===== src/rtl/mem_bus_pkg.sv =====
// ----------------------------------------------------------------------------
// mem_bus_pkg
//   Shared definitions for the Tick-strobed memory bus. The MEMORY bench model
//   uses the same latency constant, so the master and its responder agree on
//   when read data is valid.
//
//   Contents
//     MEM_BUS_ADDR_W   default address width (16)
//     MEM_BUS_DATA_W   default data width (8)
//     MEM_BUS_LATENCY  wait cycles between the Tick cycle and the capture cycle
//     mem_bus_state_e  master FSM states IDLE / ISSUE / WAIT / CAP
//     cnt_width()      width of a counter that holds 0..n-1 (at least 1 bit)
// ----------------------------------------------------------------------------
package mem_bus_pkg;

    localparam int MEM_BUS_ADDR_W  = 16;
    localparam int MEM_BUS_DATA_W  = 8;
    localparam int MEM_BUS_LATENCY = 2;

    typedef enum logic [1:0] {
        IDLE  = 2'd0,
        ISSUE = 2'd1,
        WAIT  = 2'd2,
        CAP   = 2'd3
    } mem_bus_state_e;

    function automatic int cnt_width(input int n);
        return (n > 1) ? $clog2(n) : 1;
    endfunction

endpackage


===== src/rtl/mem_bus_master_if.sv =====
// ----------------------------------------------------------------------------
// mem_bus_master_if
//   Bundles the requester handshake and the MEMORY-side strobe bus of the
//   memory bus master. Clock and reset are not part of the bundle.
//
//   Requester side : ReqValid, ReqReady, ReqAddr, ReqWE, ReqData,
//                    ReqWord (only with MEM_BUS_WORD_EN), RspValid, RspData
//   MEMORY side    : MemAddress, MemDataOut, MemWE, MemOE, MemTick, MemDataIn
//
//   Modports
//     master : the bus master (drives ReqReady, Rsp*, Mem* except MemDataIn)
//     slave  : the surrounding environment (requester + MEMORY)
//
//   Configuration macro: MEM_BUS_WORD_EN adds the ReqWord signal.
// ----------------------------------------------------------------------------
interface mem_bus_master_if
    import mem_bus_pkg::*;
#(
    parameter int ADDR_W = MEM_BUS_ADDR_W,
    parameter int DATA_W = MEM_BUS_DATA_W
);

    logic                  ReqValid;
    logic                  ReqReady;
    logic [ADDR_W-1:0]     ReqAddr;
    logic                  ReqWE;
    logic [DATA_W-1:0]     ReqData;
`ifdef MEM_BUS_WORD_EN
    logic                  ReqWord;
`endif
    logic                  RspValid;
    logic [2*DATA_W-1:0]   RspData;

    logic [ADDR_W-1:0]     MemAddress;
    logic [DATA_W-1:0]     MemDataOut;
    logic                  MemWE;
    logic                  MemOE;
    logic                  MemTick;
    logic [DATA_W-1:0]     MemDataIn;

    modport master (
`ifdef MEM_BUS_WORD_EN
        input  ReqWord,
`endif
        input  ReqValid,
        output ReqReady,
        input  ReqAddr,
        input  ReqWE,
        input  ReqData,
        output RspValid,
        output RspData,
        output MemAddress,
        output MemDataOut,
        output MemWE,
        output MemOE,
        output MemTick,
        input  MemDataIn
    );

    modport slave (
`ifdef MEM_BUS_WORD_EN
        output ReqWord,
`endif
        output ReqValid,
        input  ReqReady,
        output ReqAddr,
        output ReqWE,
        output ReqData,
        input  RspValid,
        input  RspData,
        input  MemAddress,
        input  MemDataOut,
        input  MemWE,
        input  MemOE,
        input  MemTick,
        output MemDataIn
    );

endinterface


===== src/rtl/mem_bus_master.sv =====
// ----------------------------------------------------------------------------
// mem_bus_master
//   Initiator side of the Tick-strobed memory bus, between the 6502 core and
//   the MEMORY block. One byte access at a time: a request accepted on
//   ReqValid && ReqReady is registered onto the Mem* outputs, MemTick pulses
//   for one cycle, the master waits MEM_LATENCY cycles, captures MemDataIn and
//   pulses RspValid for one cycle. Sequence: IDLE -> ISSUE -> WAIT -> CAP.
//
//   Ports
//     Clock      in   single clock, everything on posedge
//     Reset_n    in   synchronous active-low reset
//     bus        mem_bus_master_if.master
//                  ReqValid/ReqReady/ReqAddr/ReqWE/ReqData[/ReqWord] request
//                  RspValid/RspData                                response
//                  MemAddress/MemDataOut/MemWE/MemOE/MemTick/MemDataIn MEMORY
//
//   Parameters
//     ADDR_W       address width, address arithmetic wraps modulo 2^ADDR_W
//     DATA_W       byte width
//     MEM_LATENCY  wait cycles between Tick and capture (>= 1)
//
//   Configuration macro MEM_BUS_WORD_EN: a read with ReqWord=1 performs two
//   byte accesses (A, then A+1) and returns {byte@A+1, byte@A} with a single
//   RspValid. Without it every access is one byte and RspData hi is zero.
// ----------------------------------------------------------------------------
module mem_bus_master
    import mem_bus_pkg::*;
#(
    parameter int ADDR_W      = MEM_BUS_ADDR_W,
    parameter int DATA_W      = MEM_BUS_DATA_W,
    parameter int MEM_LATENCY = MEM_BUS_LATENCY
) (
    input  logic             Clock,
    input  logic             Reset_n,
    mem_bus_master_if.master bus
);

    localparam int               CNT_W    = cnt_width(MEM_LATENCY);
    localparam logic [CNT_W-1:0] CNT_LAST = CNT_W'(MEM_LATENCY - 1);

    mem_bus_state_e      state;
    mem_bus_state_e      state_nxt;

    logic [CNT_W-1:0]    wait_cnt;

    logic [ADDR_W-1:0]   mem_addr_q;
    logic [DATA_W-1:0]   mem_dout_q;
    logic                mem_we_q;
    logic                mem_oe_q;
    logic                rsp_valid_q;
    logic [2*DATA_W-1:0] rsp_data_q;

    // Decoded per-cycle controls from the FSM
    logic                req_ready;
    logic                mem_tick;
    logic                accept;
    logic                cnt_inc;
    logic                rsp_fire;
    logic                next_byte;
    logic                more_bytes;

`ifdef MEM_BUS_WORD_EN
    logic                word_req_q;   // accepted access is a word read
    logic                hi_phase_q;   // second byte of a word read in flight
    logic [DATA_W-1:0]   lo_byte_q;    // first byte captured for a word read

    assign more_bytes = word_req_q && !hi_phase_q;
`else
    assign more_bytes = 1'b0;
`endif

    // ------------------------------------------------------------------
    // State register
    // ------------------------------------------------------------------
    // NOTE: clocked state is written with <= so every flop samples the
    // pre-edge value of its inputs, independent of block ordering.
    always_ff @(posedge Clock) begin
        if (!Reset_n) begin
            state <= IDLE;
        end else begin
            state <= state_nxt;
        end
    end

    // ------------------------------------------------------------------
    // Next-state and control decode
    // ------------------------------------------------------------------
    // NOTE: every signal gets its default before the case so no path
    // leaves one unassigned, which would otherwise infer a latch.
    always_comb begin
        state_nxt = state;
        req_ready = 1'b0;
        mem_tick  = 1'b0;
        accept    = 1'b0;
        cnt_inc   = 1'b0;
        rsp_fire  = 1'b0;
        next_byte = 1'b0;

        unique case (state)
            IDLE: begin
                req_ready = 1'b1;
                if (bus.ReqValid) begin
                    accept    = 1'b1;
                    state_nxt = ISSUE;
                end
            end
            ISSUE: begin
                mem_tick  = 1'b1;
                state_nxt = WAIT;
            end
            WAIT: begin
                cnt_inc = 1'b1;
                if (wait_cnt == CNT_LAST) begin
                    state_nxt = CAP;
                end
            end
            CAP: begin
                // Word reads go round again for the byte at A+1 before
                // the single response is issued.
                if (more_bytes) begin
                    next_byte = 1'b1;
                    state_nxt = ISSUE;
                end else begin
                    rsp_fire  = 1'b1;
                    state_nxt = IDLE;
                end
            end
            default: state_nxt = IDLE;
        endcase
    end

    // ------------------------------------------------------------------
    // Datapath: wait counter, Mem* output registers, response registers
    // ------------------------------------------------------------------
    always_ff @(posedge Clock) begin
        if (!Reset_n) begin
            wait_cnt    <= '0;
            mem_addr_q  <= '0;
            mem_dout_q  <= '0;
            mem_we_q    <= 1'b0;
            mem_oe_q    <= 1'b0;
            rsp_valid_q <= 1'b0;
            rsp_data_q  <= '0;
`ifdef MEM_BUS_WORD_EN
            word_req_q  <= 1'b0;
            hi_phase_q  <= 1'b0;
            lo_byte_q   <= '0;
`endif
        end else begin
            rsp_valid_q <= rsp_fire;

            // Counter self-clears on its last WAIT cycle so a second
            // byte of a word read starts again from zero.
            if (cnt_inc) begin
                wait_cnt <= (wait_cnt == CNT_LAST) ? '0 : wait_cnt + 1'b1;
            end

            // Mem* are loaded only on accept and hold between accesses.
            if (accept) begin
                mem_addr_q <= bus.ReqAddr;
                mem_dout_q <= bus.ReqData;
                mem_we_q   <= bus.ReqWE;
                mem_oe_q   <= !bus.ReqWE;
`ifdef MEM_BUS_WORD_EN
                word_req_q <= bus.ReqWord && !bus.ReqWE;
                hi_phase_q <= 1'b0;
`endif
            end

`ifdef MEM_BUS_WORD_EN
            if (next_byte) begin
                mem_addr_q <= mem_addr_q + ADDR_W'(1);
                lo_byte_q  <= bus.MemDataIn;
                hi_phase_q <= 1'b1;
            end

            // Writes leave RspData untouched.
            if (rsp_fire && mem_oe_q) begin
                rsp_data_q <= hi_phase_q ? {bus.MemDataIn, lo_byte_q}
                                         : {{DATA_W{1'b0}}, bus.MemDataIn};
            end
`else
            if (rsp_fire && mem_oe_q) begin
                rsp_data_q <= {{DATA_W{1'b0}}, bus.MemDataIn};
            end
`endif
        end
    end

    assign bus.ReqReady   = req_ready;
    assign bus.MemTick    = mem_tick;
    assign bus.MemAddress = mem_addr_q;
    assign bus.MemDataOut = mem_dout_q;
    assign bus.MemWE      = mem_we_q;
    assign bus.MemOE      = mem_oe_q;
    assign bus.RspValid   = rsp_valid_q;
    assign bus.RspData    = rsp_data_q;

endmodule


===== src/flat_wrapper.sv =====
// flat-port wrapper written by rule: the top's interface ports become plain ports
module mem_bus_master_flat import mem_bus_pkg::*;
#(
    parameter int ADDR_W      = MEM_BUS_ADDR_W,
    parameter int DATA_W      = MEM_BUS_DATA_W,
    parameter int MEM_LATENCY = MEM_BUS_LATENCY
)
  (Clock, Reset_n, bus_ReqValid, bus_ReqReady, bus_ReqAddr, bus_ReqWE, bus_ReqData, bus_RspValid, bus_RspData, bus_MemAddress, bus_MemDataOut, bus_MemWE, bus_MemOE, bus_MemTick, bus_MemDataIn);
  mem_bus_master_if #(.ADDR_W(ADDR_W), .DATA_W(DATA_W)) bus_i ();
  input  logic Clock;
  input  logic Reset_n;
  input wire logic [$bits(bus_i.ReqValid)-1:0] bus_ReqValid;
  output wire logic [$bits(bus_i.ReqReady)-1:0] bus_ReqReady;
  input wire logic [$bits(bus_i.ReqAddr)-1:0] bus_ReqAddr;
  input wire logic [$bits(bus_i.ReqWE)-1:0] bus_ReqWE;
  input wire logic [$bits(bus_i.ReqData)-1:0] bus_ReqData;
  output wire logic [$bits(bus_i.RspValid)-1:0] bus_RspValid;
  output wire logic [$bits(bus_i.RspData)-1:0] bus_RspData;
  output wire logic [$bits(bus_i.MemAddress)-1:0] bus_MemAddress;
  output wire logic [$bits(bus_i.MemDataOut)-1:0] bus_MemDataOut;
  output wire logic [$bits(bus_i.MemWE)-1:0] bus_MemWE;
  output wire logic [$bits(bus_i.MemOE)-1:0] bus_MemOE;
  output wire logic [$bits(bus_i.MemTick)-1:0] bus_MemTick;
  input wire logic [$bits(bus_i.MemDataIn)-1:0] bus_MemDataIn;
  assign bus_i.ReqValid = bus_ReqValid;
  assign bus_ReqReady = bus_i.ReqReady;
  assign bus_i.ReqAddr = bus_ReqAddr;
  assign bus_i.ReqWE = bus_ReqWE;
  assign bus_i.ReqData = bus_ReqData;
  assign bus_RspValid = bus_i.RspValid;
  assign bus_RspData = bus_i.RspData;
  assign bus_MemAddress = bus_i.MemAddress;
  assign bus_MemDataOut = bus_i.MemDataOut;
  assign bus_MemWE = bus_i.MemWE;
  assign bus_MemOE = bus_i.MemOE;
  assign bus_MemTick = bus_i.MemTick;
  assign bus_i.MemDataIn = bus_MemDataIn;
  mem_bus_master #(.ADDR_W(ADDR_W), .DATA_W(DATA_W), .MEM_LATENCY(MEM_LATENCY)) u_core (.Clock(Clock), .Reset_n(Reset_n), .bus(bus_i));
endmodule

===== config.mk =====
export PLATFORM = sky130hd
export DESIGN_NAME = mem_bus_master_flat
export DESIGN_NICKNAME = d
export VERILOG_FILES = /design/src/rtl/mem_bus_pkg.sv /design/src/rtl/mem_bus_master_if.sv /design/src/rtl/mem_bus_master.sv /design/src/flat_wrapper.sv
export SDC_FILE = /design/constraint.sdc
export NUM_CORES = 1
export LEC_CHECK = 0
export BUFFER_PORTS_ARGS = -buffer_cell sky130_fd_sc_hd__buf_2
export CAP_MARGIN = 20
export CORE_MARGIN = 2
export CORE_UTILIZATION = 30
export CTS_BUF_LIST = sky130_fd_sc_hd__clkbuf_8 sky130_fd_sc_hd__clkbuf_16
export CTS_CLUSTER_SIZE = 30
export DETAILED_ROUTE_END_ITERATION = 8
export GPL_ROUTABILITY_DRIVEN = 1
export PLACE_DENSITY = 0.61
export SYNTH_ARGS = -nofsm -noshare
export SYNTH_HDL_FRONTEND = slang
export SYNTH_SLANG_ARGS = --single-unit

===== constraint.sdc =====
create_clock -name Clock -period 1.8 [get_ports Clock]
set_input_delay 0.27 -clock Clock [delete_from_list [all_inputs] [get_ports Clock]]
set_output_delay 0.27 -clock Clock [all_outputs]
set_load 0.02 [all_outputs]

# After elaboration in Yosys (flattened, before gate mapping)
# Index checks and enable logic that the tools add are counted.
[totals]
input_bits = 36
word_cells = 28
out_inout_bits = 45
ff_bits = 38
[classes]
reduce_logical = 4
n_mux = 10
n_eq_ne = 5
addsub = 1
[ops]
columns = ["op", "n"]
rows = [
  ["case mux 2 bit (4 select lines)", 1],
  ["two-way mux 1 bit", 7],
  ["equality test 2 bit, second input constant", 2],
  ["two-way mux 2 bit", 2],
  ["equality test 2 x 1 -> 1 bit, second input constant", 1],
  ["logical NOT 2 bit", 1],
  ["inequality test 2 x 1 -> 1 bit, second input constant", 1],
  ["inequality test 2 bit, second input constant", 1],
  ["AND reduction 2 bit", 1],
  ["adder 1 bit, second input constant", 1],
  ["logical AND 1 bit", 1],
  ["logical NOT 1 bit", 1],
]

# Depth between registers and ports, before layout
[depth]
word_depth = 3
ltp_mapped = 7

# Least setup slack after synthesis
# Ideal clock, no wire load.
[synth_path]
kind = "register to register"
from = "reg u_core.state[0]"
to = "reg u_core.mem_oe_q, in the netlist u_core.bus.MemOE"
path_buffers = 2
path_stages_with_launch = 8
t_arrival_ps = 1299
setup_time_ps = 116
t_required_ps = 1684
setup_slack_ps = 385
cell_sequence = "dfxtp_1 -> inv_1 -> ha_1 -> and2_4 -> buf_12 -> buf_8 -> o21ai_2 -> a21oi_1"
[synth_via]
elab_chain_cells = 2
[synth_rtl]
columns = ["item", "line", "rtl"]
rows = [
  ["start: declaration", "mem_bus_master.sv:41", "mem_bus_state_e state;"],
  ["start signal: assignment", "mem_bus_master.sv:81", "state <= state_nxt;"],
  ["logical NOT 2 bit", "mem_bus_master.sv:99", "unique case (state)"],
  ["two-way mux 1 bit", "mem_bus_master.sv:99", ""],
  ["end signal: assignment", "mem_bus_master.sv:163", "mem_oe_q <= !bus.ReqWE;"],
  ["end: declaration", "mem_bus_master.sv:49", "logic mem_oe_q;"],
]
# Every way passes these cells.
# A chain may end at the register's enable or synchronous reset.

# Worst setup path in the final report
[layout_path]
from = "reg u_core.state[1]"
to = "out bus_ReqReady"
[layout_via]
elab_chain_cells = 2
[layout_rtl]
columns = ["item", "line", "rtl"]
rows = [
  ["logical NOT 2 bit", "mem_bus_master.sv:99", ""],
  ["two-way mux 1 bit", "mem_bus_master.sv:99", ""],
  ["end: declaration", "flat_wrapper.sv:13", "output wire logic [$bits(bus_i.ReqReady)-1:0] bus_ReqReady;"],
]
# Every way passes these cells.

==> results.md <==
* Outcome: finished, final reports clean
* F_max at 682 MHz
* Reg clk slew, reported paths at 0.08 ns
* YS warnings at 0
* Leakage at 0.982 nW
* Num CTS Buffers at 5
* Initial core utilization at 30.8%
* Worst-path cell with the longest stage delay: dfxtp_1
* CTS max path bufs at 2
* Crit path time final at 1.47 ns
* CTS tree: done
* Grt total ovfl at 0
* Post-CTS Hold Fix Bufs at 0
* Total GRT Usage at 12.3%
* Buf+Inv Stages, Crit Path at 2
* Seq. cell area at 761 um2
* Hold Path Class: input pin to flop
* Synthesized area at 1690 um2
* Crit. End Element: output pin
* Synth Instances at 180
* FF-to-FF End: u_core.bus.MemDataOut[7]
* Max Cap Viol at 0
* Final GP Congestion at 0.711
* Die height at 79.0 um
* Largest stage delay, worst path at 0.42 ns
* Via count at 1377
* Worst path required time at 1.53 ns
* Num rows at 27
* DIE AREA at 6240 um2
* Final Max Tran Viols at 0
* Post-DP HPWL at 2590 um
* Sink Count at 38
* Crit Path Class: flop to output pin
* Post-layout util at 39.1%
* Number of global-route vias before repair at 1314
* Drt total wl at 3550 um
* Worst hold stages at 2
* Initial antenna violation count at 0
* Worst-Skew Late Latency at 0.28 ns
* Routed WL per cell at 10.9 um
* DRT iter0 DRCs at 57
* DRC violations left at 0
* Global-route wire length before repair at 6000 um
* Clock skew at 0.00479 ns
* Reg2reg setup slack at 0.37 ns
* Synthesized flop and latch total at 38
* Setup Buffers After CTS at 0
* Drt pass-1 iters at 4
* Hold_sp: bus_ReqWE
* Power Dens Cells at 1190 nW/um2
* Reg2Reg Launch Point: u_core.state[0]
* Area grow syn2layout at 26.8%
* Final setup fails at 0
* Avg Inst Size Synth at 9.38 um2
* Stages on worst setup path at 3
* IO buf count at 72
* Die X-Extent at 79.0 um
* Critical path launch point type: flop
* Final hold viol count at 0
* Hold Path End: u_core.bus.MemOE
* VDD IR-drop max at 873 uV
* Ordered cell list for the critical path: inv_1 -> ha_1 -> buf_2
* Crit path DAT at 1.20 ns
* Root Driver: clkbuf_8
* Sequential area share after synthesis at 45.1%
* Vias per cell at 4.24
* Filler instances at 608
* Footprint of the multi-input gates at 786 um2
* Fin crit share at 81.5%
* Ports at 81
* Post-DRT Antenna Nets at 0
* H-tree depth at 2
* Setup TNS Final at 0 ns
* Share of cells above drive strength 1 at 45.5%
* # nets final at 293
* Cell variety after synth at 24
* CP delay by family, top: flip-flops
* Worst-path maximum fanout at 5
* Logic depth of the worst register-to-register path at 5
* RSZ-0062 raised after global routing: no
* # diodes at 0
* PostCTS Resize Cnt at 0
* Core Region at 5470 um2
* Pin count of the biggest net entering global routing at 28
## state kept, by name (all words and copies together) (netlist names)
register               flops
u_core.wait_cnt            1
u_core.bus.MemWE           1
u_core.bus.RspValid        1
u_core.state               2
u_core.bus.MemAddress     16
u_core.bus.MemOE           1
u_core.bus.MemDataOut      8
u_core.bus.RspData         8
## layout make-up
cell class                      instances  area share, %
Multi-Input combinational cell        127           36.7
Clock inverter                          2          0.584
Timing Repair Buffer                   77           18.6
Sequential cell                        38           35.5
Inverter                                3          0.526
Tap cell                               72           4.21
Clock buffer                            6           3.86
## cells in the mapped netlist
| library cell | instances | area share (%) |
|---|---|---|
| nor2b_1 | 2 | 0.74 |
| buf_2 | 5 | 1.5 |
| o21a_1 | 2 | 0.89 |
| buf_8 | 1 | 0.89 |
| inv_1 | 3 | 0.67 |
| nand2_1 | 52 | 12 |
| dfxtp_1 | 38 | 45 |
| a21boi_2 | 18 | 12 |
| buf_4 | 9 | 4.0 |
| clkbuf_1 | 1 | 0.22 |
| a21boi_0 | 13 | 5.8 |
| and2_4 | 1 | 0.52 |
| and2_1 | 1 | 0.37 |
| clkbuf_2 | 1 | 0.30 |
| ha_1 | 5 | 3.7 |
| a21oi_1 | 2 | 0.59 |
| conb_1 | 1 | 0.22 |
| mux2i_1 | 1 | 0.59 |
| nand3_1 | 8 | 2.4 |
| o31a_1 | 1 | 0.52 |
| buf_12 | 2 | 2.4 |
| nand2_2 | 10 | 3.7 |
| o21ai_2 | 1 | 0.52 |
| a21boi_1 | 2 | 0.89 |
## power breakdown
group / internal [mW] / switching, mW / total, mW / leakage, nW
combinational: 0.327 / 0.590 / 0.917 / 0.624
clock: 0.308 / 0.287 / 0.595 / 0.0472
sequential: 0.968 / 0.0721 / 1.04 / 0.311
total: 1.60 / 0.950 / 2.55 / 0.982
## worst reg2reg max path: cells and delay by family, from the launching register on
| kind | cells | cell delay, ns |
|---|---|---|
| flops | 1 | 0.34 |
| fa+ha+maj | 1 | 0.23 |
| buf+inv | 1 | 0.11 |
| simple gates | 2 | 0.51 |
| compound gates | 1 | 0.17 |
## cells by family after synthesis
kind of cell / count (synthesis) / share of synthesized area, %
flip-flops: 38 / 45.1
AO/OA/AOI/OAI: 39 / 21.2
other: 1 / 0.222
adder cells (fa/ha/maj): 5 / 3.71
multiplexers: 1 / 0.593
buffers and inverters: 22 / 9.93
AND/OR/NAND/NOR: 74 / 19.3
## placed cells by master, fill, tap and decap left out, types with 3 or more instances in the layout
cell type	count
nand3_1	8
nand2_2	10
a21boi_2	18
a21boi_0	13
dfxtp_1	38
nand2_1	52
conb_1	8
inv_1	3
buf_2	72
clkbuf_8	6
ha_1	5
buf_4	5
## how the worst max path moves through the flow
stage / slack [ns] / startpoint / endpoint
5_1_grt: 0.20 / u_core.state[0] / u_core.bus.MemDataOut[7]
3_5_place_dp: 0.39 / u_core.state[0] / u_core.bus.MemDataOut[7]
6_report: 0.33 / u_core.state[1] / bus_ReqReady
3_3_place_gp: 0.46 / u_core.state[0] / u_core.bus.MemAddress[2]
2_1_floorplan: 0.39 / u_core.state[0] / u_core.bus.MemOE
4_1_cts: 0.31 / u_core.state[1] / bus_ReqReady
## routing by layer
metal	track usage (%)	vias up	wire length (um)
met2	20.3	41	1730
li1	-	706	-
met4	4.66	0	42
met3	4.09	4	207
met5	0	-	0
met1	14.8	626	1580
## per-stage QoR
step | power (mW) | area (um2) | instances | hold WS [ns] | setup WS [ns]
global placement | 1.98 | 2050 | 317 | 0.445 | 0.462
global route | 2.76 | 2140 | 325 | 0.175 | 0.197
detailed placement | 2.00 | 2050 | 317 | 0.453 | 0.389
floorplan | 1.83 | 1710 | 187 | 0.358 | 0.385
CTS | 2.62 | 2140 | 325 | 0.168 | 0.311
finish | 2.55 | 2140 | 325 | 0.182 | 0.333
Note: power is estimated with default switching activity, not from simulation.
